`src/rtl/itch_frame_assembler.sv`:
```
// Collects 12 stream bytes and packs them big-endian into three 32-bit words for the parser.
// Optional frame checking (runt/oversize drop on i_last) is enabled by defining FRAME_CHECK_EN.
module itch_frame_assembler #(
  parameter int REG_WIDTH = 32,
  parameter int CNT_WIDTH = 16
) (
  input  logic                 i_clk,
  input  logic                 i_reset,
  input  logic [7:0]           i_data,
  input  logic                 i_valid,
  input  logic                 i_last,
  output logic                 o_ready,
  output logic [REG_WIDTH-1:0] o_reg_1,
  output logic [REG_WIDTH-1:0] o_reg_2,
  output logic [REG_WIDTH-1:0] o_reg_3,
  output logic                 o_valid,
  output logic [CNT_WIDTH-1:0] o_msg_count,
  output logic [CNT_WIDTH-1:0] o_drop_count
);

  localparam logic [3:0] LAST_IDX = 4'd11;

  typedef enum logic [1:0] {
    S_COLLECT = 2'd0,
    S_EMIT    = 2'd1
`ifdef FRAME_CHECK_EN
    ,
    S_DISCARD = 2'd2
`endif
  } state_e;

  state_e               state_q, state_d;
  logic [3:0]           idx_q, idx_d;
  logic [7:0]           buf_q [12];
  logic [7:0]           buf_d [12];
  logic [REG_WIDTH-1:0] reg_1_q, reg_1_d;
  logic [REG_WIDTH-1:0] reg_2_q, reg_2_d;
  logic [REG_WIDTH-1:0] reg_3_q, reg_3_d;
  logic [CNT_WIDTH-1:0] msg_count_q, msg_count_d;
  logic [CNT_WIDTH-1:0] drop_count_q, drop_count_d;
  logic                 accept;

  assign o_ready      = !i_reset && (state_q != S_EMIT);
  assign accept       = i_valid && o_ready;
  assign o_valid      = (state_q == S_EMIT);
  assign o_reg_1      = reg_1_q;
  assign o_reg_2      = reg_2_q;
  assign o_reg_3      = reg_3_q;
  assign o_msg_count  = msg_count_q;
  assign o_drop_count = drop_count_q;

`ifdef FRAME_CHECK_EN
  logic [CNT_WIDTH-1:0] drop_count_sat;
  assign drop_count_sat = (drop_count_q == '1) ? drop_count_q
                                               : drop_count_q + CNT_WIDTH'(1);
`else
  logic unused_last;
  assign unused_last = i_last;
`endif

  // NOTE: every variable gets its default before the case so no path can infer a latch.
  always_comb begin
    state_d      = state_q;
    idx_d        = idx_q;
    buf_d        = buf_q;
    reg_1_d      = reg_1_q;
    reg_2_d      = reg_2_q;
    reg_3_d      = reg_3_q;
    msg_count_d  = msg_count_q;
    drop_count_d = drop_count_q;

    case (state_q)
      S_COLLECT: begin
        if (accept) begin
          if (idx_q == LAST_IDX) begin
            idx_d = '0;
`ifdef FRAME_CHECK_EN
            if (!i_last) begin
              drop_count_d = drop_count_sat;
              state_d      = S_DISCARD;
            end else
`endif
            begin
              // The final byte bypasses the buffer so the words load on the accepting edge.
              reg_1_d = {buf_q[0], buf_q[1], buf_q[2], buf_q[3]};
              reg_2_d = {buf_q[4], buf_q[5], buf_q[6], buf_q[7]};
              reg_3_d = {buf_q[8], buf_q[9], buf_q[10], i_data};
              state_d = S_EMIT;
            end
          end
`ifdef FRAME_CHECK_EN
          else if (i_last) begin
            drop_count_d = drop_count_sat;
            idx_d        = '0;
          end
`endif
          else begin
            buf_d[idx_q] = i_data;
            idx_d        = idx_q + 4'd1;
          end
        end
      end
      S_EMIT: begin
        msg_count_d = msg_count_q + CNT_WIDTH'(1);
        state_d     = S_COLLECT;
      end
`ifdef FRAME_CHECK_EN
      S_DISCARD: begin
        if (accept && i_last) begin
          idx_d   = '0;
          state_d = S_COLLECT;
        end
      end
`endif
      default: begin
        idx_d   = '0;
        state_d = S_COLLECT;
      end
    endcase
  end

  // NOTE: sequential state uses non-blocking assignments only, so every flop samples pre-edge values.
  always_ff @(posedge i_clk) begin
    if (i_reset) begin
      state_q      <= S_COLLECT;
      idx_q        <= '0;
      reg_1_q      <= '0;
      reg_2_q      <= '0;
      reg_3_q      <= '0;
      msg_count_q  <= '0;
      drop_count_q <= '0;
    end else begin
      state_q      <= state_d;
      idx_q        <= idx_d;
      reg_1_q      <= reg_1_d;
      reg_2_q      <= reg_2_d;
      reg_3_q      <= reg_3_d;
      msg_count_q  <= msg_count_d;
      drop_count_q <= drop_count_d;
    end
  end

  // NOTE: the byte buffer is not reset; idx returns to 0 and every slot is rewritten before it is read.
  always_ff @(posedge i_clk) begin
    buf_q <= buf_d;
  end

endmodule

```
`config.mk`:
```
export PLATFORM = sky130hd
export DESIGN_NAME = itch_frame_assembler
export DESIGN_NICKNAME = d
export VERILOG_FILES = /design/src/rtl/itch_frame_assembler.sv
export SDC_FILE = /design/constraint.sdc
export NUM_CORES = 1
export LEC_CHECK = 0
export ABC_AREA = 1
export ABC_CLOCK_PERIOD_IN_PS = 3800
export CAP_MARGIN = 20
export CORE_MARGIN = 3
export CORE_UTILIZATION = 45
export CTS_CLUSTER_DIAMETER = 30
export DETAILED_ROUTE_END_ITERATION = 16
export GPL_ROUTABILITY_DRIVEN = 0
export PLACE_DENSITY = 0.73
export SYNTH_ARGS = -nofsm -noshare
export SYNTH_HDL_FRONTEND = slang
export SYNTH_SLANG_ARGS = --single-unit
```
`constraint.sdc`:
```
create_clock -name i_clk -period 3.8 [get_ports i_clk]
set_clock_uncertainty 0.1 [all_clocks]
set_input_delay 0.76 -clock i_clk [delete_from_list [all_inputs] [get_ports i_clk]]
set_output_delay 0.76 -clock i_clk [all_outputs]
set_load 0.01 [all_outputs]
```
==> flow_metrics.py <==
metrics = {
    "pwr": {
        "max-vdd-ir-drop_v": 0.0003860,
        "p_int_mw": 4.692,
        "p_seq_share_pct": 39.3,
        "p_sw_share_pct": 20.28,
        "clockPowerShare_pct": 59.2,
        "power.switching_mw": 1.194,
        "comb_power_share_pct": 1.5,
        "p_leak_nw": 3.881,
        "pwr_density_cell_nw_per_um2": 591.5,
        "p_total_mw": 5.885,
    },
    "cts": {
        "post_cts_buffers": 0,
        "cts_buffers": 40,
        "cts_resized": 0,
        "cts_root_buffer": "clkbuf_16",
        "cts.sinks": 205,
        "cts_tree": "built",
        "cts_max_path_buffers": 3,
        "clk_pin_slew_worst_paths_ns": 0.05,
        "holdBufCountCts": 0,
        "cts_max_level": 2,
        "clock_latency_ns": 0.50,
    },
    "synthesis": {
        "synthCells": 691,
        "synth.avg_cell_area_um2": 10.43,
        "ys_warn_count": 0,
        "synth.yosys.seq_area_share_pct": 69.17,
        "ys_seq_elements": 205,
        "syn_area_um2": 7207,
        "synthDistinctLibCells": 24,
    },
    "drt": {
        "detail-route-antenna-nets": 0,
        "vias": 5224,
        "wirelength_mm": 16.66,
        "via_per_inst": 4.837,
        "drc_errors": 0,
        "drt-wirelength-per-cell_um": 15.43,
        "firstDrtPassIters": 5,
        "initialDrtViolationCount": 328,
    },
    "final_layout": {
        "finalInstanceArea_um2": 9950,
        "final_cells": 1080,
        "nets": 854,
        "drive_gt1_share_pct": 10.13,
        "area_growth_syn_to_layout_pct": 38.06,
        "final_core_util_pct": 64.49,
        "diodes": 0,
    },
    "floorplanning": {
        "die_area_um2": 17570,
        "num_rows": 45,
        "start_util_pct": 46.72,
        "boundaryPins": 142,
        "core_area_um2": 15430,
        "die_h_um": 132.6,
        "fp.dieW_um": 132.6,
    },
    "worst_setup_path": {
        "crit_slowest_cell": "clkdlybuf4s50_1",
        "critPathMostFrequentCell": "clkdlybuf4s50_1",
        "crit_fanout": 2,
        "path_class": "input pin to primary output",
        "crit_path_cell_trace": "clkdlybuf4s50_1, nor2_4, clkdlybuf4s50_1",
        "critPathLaunchType": "input pin",
        "cp_slowest_stage_delay_ns": 0.54,
        "cp.arrival_ns": 1.88,
        "worstPathRequired_ns": 2.94,
        "end_kind": "primary output",
    },
    "run": {
        "maxCapViolCount": 0,
    },
    "grt": {
        "grt_pass1_vias": 5205,
        "use_met2_pct": 29.47,
        "grt_use_met1_pct": 25.76,
        "grt_use_met3_pct": 5.285,
        "grt-busiest-layer": "met2",
        "antenna_found_initial": 0,
        "grt_max_degree": 98,
        "grt_util_all_layers_pct": 18.98,
        "grt_overflow": 0,
        "grt_pass1_wl_mm": 26.82,
    },
    "run_status": {
        "status": "finished clean",
    },
    "placement": {
        "dp.final_hpwl_mm": 9.394,
        "io_buffers": 124,
        "preCtsSetupSlack_ns": 0.9718,
        "dpl-instance-area_um2": 8571,
        "placed_cells": 1006,
    },
    "timing": {
        "grt_setup_unrepaired": "false",
        "worst_slew_margin_rel_pct": 40.42,
        "finalSetupTns_ns": 0,
        "hold-worst-slack_ns": 0.3613,
        "tightest_slew_ns": 0.8937,
        "finalMaxSlewViolations": 0,
        "clock.fmax_mhz": 365.6,
        "hold_violations": 0,
        "setup_viol": 0,
        "layout_setup_ws_ns": 1.065,
        "layout_min_cycle_time_ns": 2.735,
        "fin_crit_sh_pct": 71.98,
    },
    "hold_path": {
        "worstHoldPathType": "flop to flop",
    },
}
==> power by group through the flow <==
stage / registers [mW] / logic (mW) / clock network [mW]
floorplan: 2.36 / 0.0493 / 0
global placement: 2.36 / 0.0876 / 0
detailed placement: 2.36 / 0.0881 / 0
CTS: 2.31 / 0.0894 / 3.54
global route: 2.31 / 0.0968 / 3.66
finish: 2.31 / 0.0875 / 3.48
==> worst paths after layout <==
kind,start,to,slack [ns],depth (start not counted)
setup / recovery,i_reset,o_ready,1.06,3
hold / removal,buf_q[20]$_DFFE_PP_,o_reg_3[20]$_SDFFE_PP0P_,0.36,2
setup reg to reg,state_q[0]$_SDFFE_PN0P_,o_reg_2[17]$_SDFFE_PP0P_,1.69,6
hold reg to reg,buf_q[20]$_DFFE_PP_,o_reg_3[20]$_SDFFE_PP0P_,0.36,2
==> logic make-up (layout without fill, tap and decap cells) <==
| family | Yosys count | count (layout) | synth area share (%) |
|---|---|---|---|
| fa+ha+maj | 5 | 5 | 0.8681 |
| other cells | 1 | 16 | 0.05203 |
| compound gates | 116 | 116 | 8.125 |
| buf+inv | 77 | 240 | 5.833 |
| simple gates | 284 | 284 | 15.59 |
| flops | 205 | 205 | 69.17 |
| xor+xnor | 3 | 3 | 0.3646 |
==> cells in the final DEF, fill, tap and decap left out, drive strengths merged, types with 9 or more instances in the layout <==
cell type      instances
a21oi                 12
nor3                  14
conb                  16
clkdlybuf4s50        124
nor2                 222
buf                   14
clkbuf                50
nand3                 10
nand2                 34
clkinv                 9
edfxtp                88
inv                   31
o21ai                102
dfxtp                117
==> metal layers <==
metal / part of all wire, % / up-vias
met5: 0 / -
met4: 2.1 / 0
met3: 7.2 / 31
met2: 46 / 173
met1: 45 / 2460
li1: - / 2560
==> critical path, delay by kind of cell <==
family,cells,cell delay (ns)
and+or+nand+nor,1,0.11
buffers and inverters,2,1.00
==> flip-flops by register name (all words and copies together), names as in the netlist <==
name and count:
o_reg_3 32, o_msg_count 16, buf_q 88, o_reg_2 32
state_q 1, idx_q 4, o_reg_1 32
==> layout make-up <==
cell class,count,area [µm²]
Timing Repair Buffer,138,1359
Sequential cell,205,4985
Tap cell,211,264.0
Inverter,28,105.1
Clock buffer,50,1111
Multi-Input combinational cell,424,1858
Clock inverter,24,267.8
Fill cell,1236,5478
==> cells in the mapped netlist <==
library cell	n	area share (%)
nor2_4	2	0.31
o21ai_0	102	7.1
clkinv_1	1	0.052
nor3_1	14	0.97
nand3_1	10	0.69
xor2_1	2	0.24
buf_2	6	0.42
dfxtp_1	117	33
nand2_1	33	1.7
ha_1	5	0.87
nand2_2	1	0.087
inv_2	1	0.052
nor2_1	220	11
conb_1	1	0.052
buf_4	19	2.0
xnor2_1	1	0.12
buf_6	7	1.1
inv_1	26	1.4
o21a_1	1	0.10
edfxtp_1	88	37
nand4_1	4	0.35
a21oi_1	12	0.83
clkbuf_1	17	0.89
a211oi_1	1	0.10
Power figures use the tool's default switching activity.
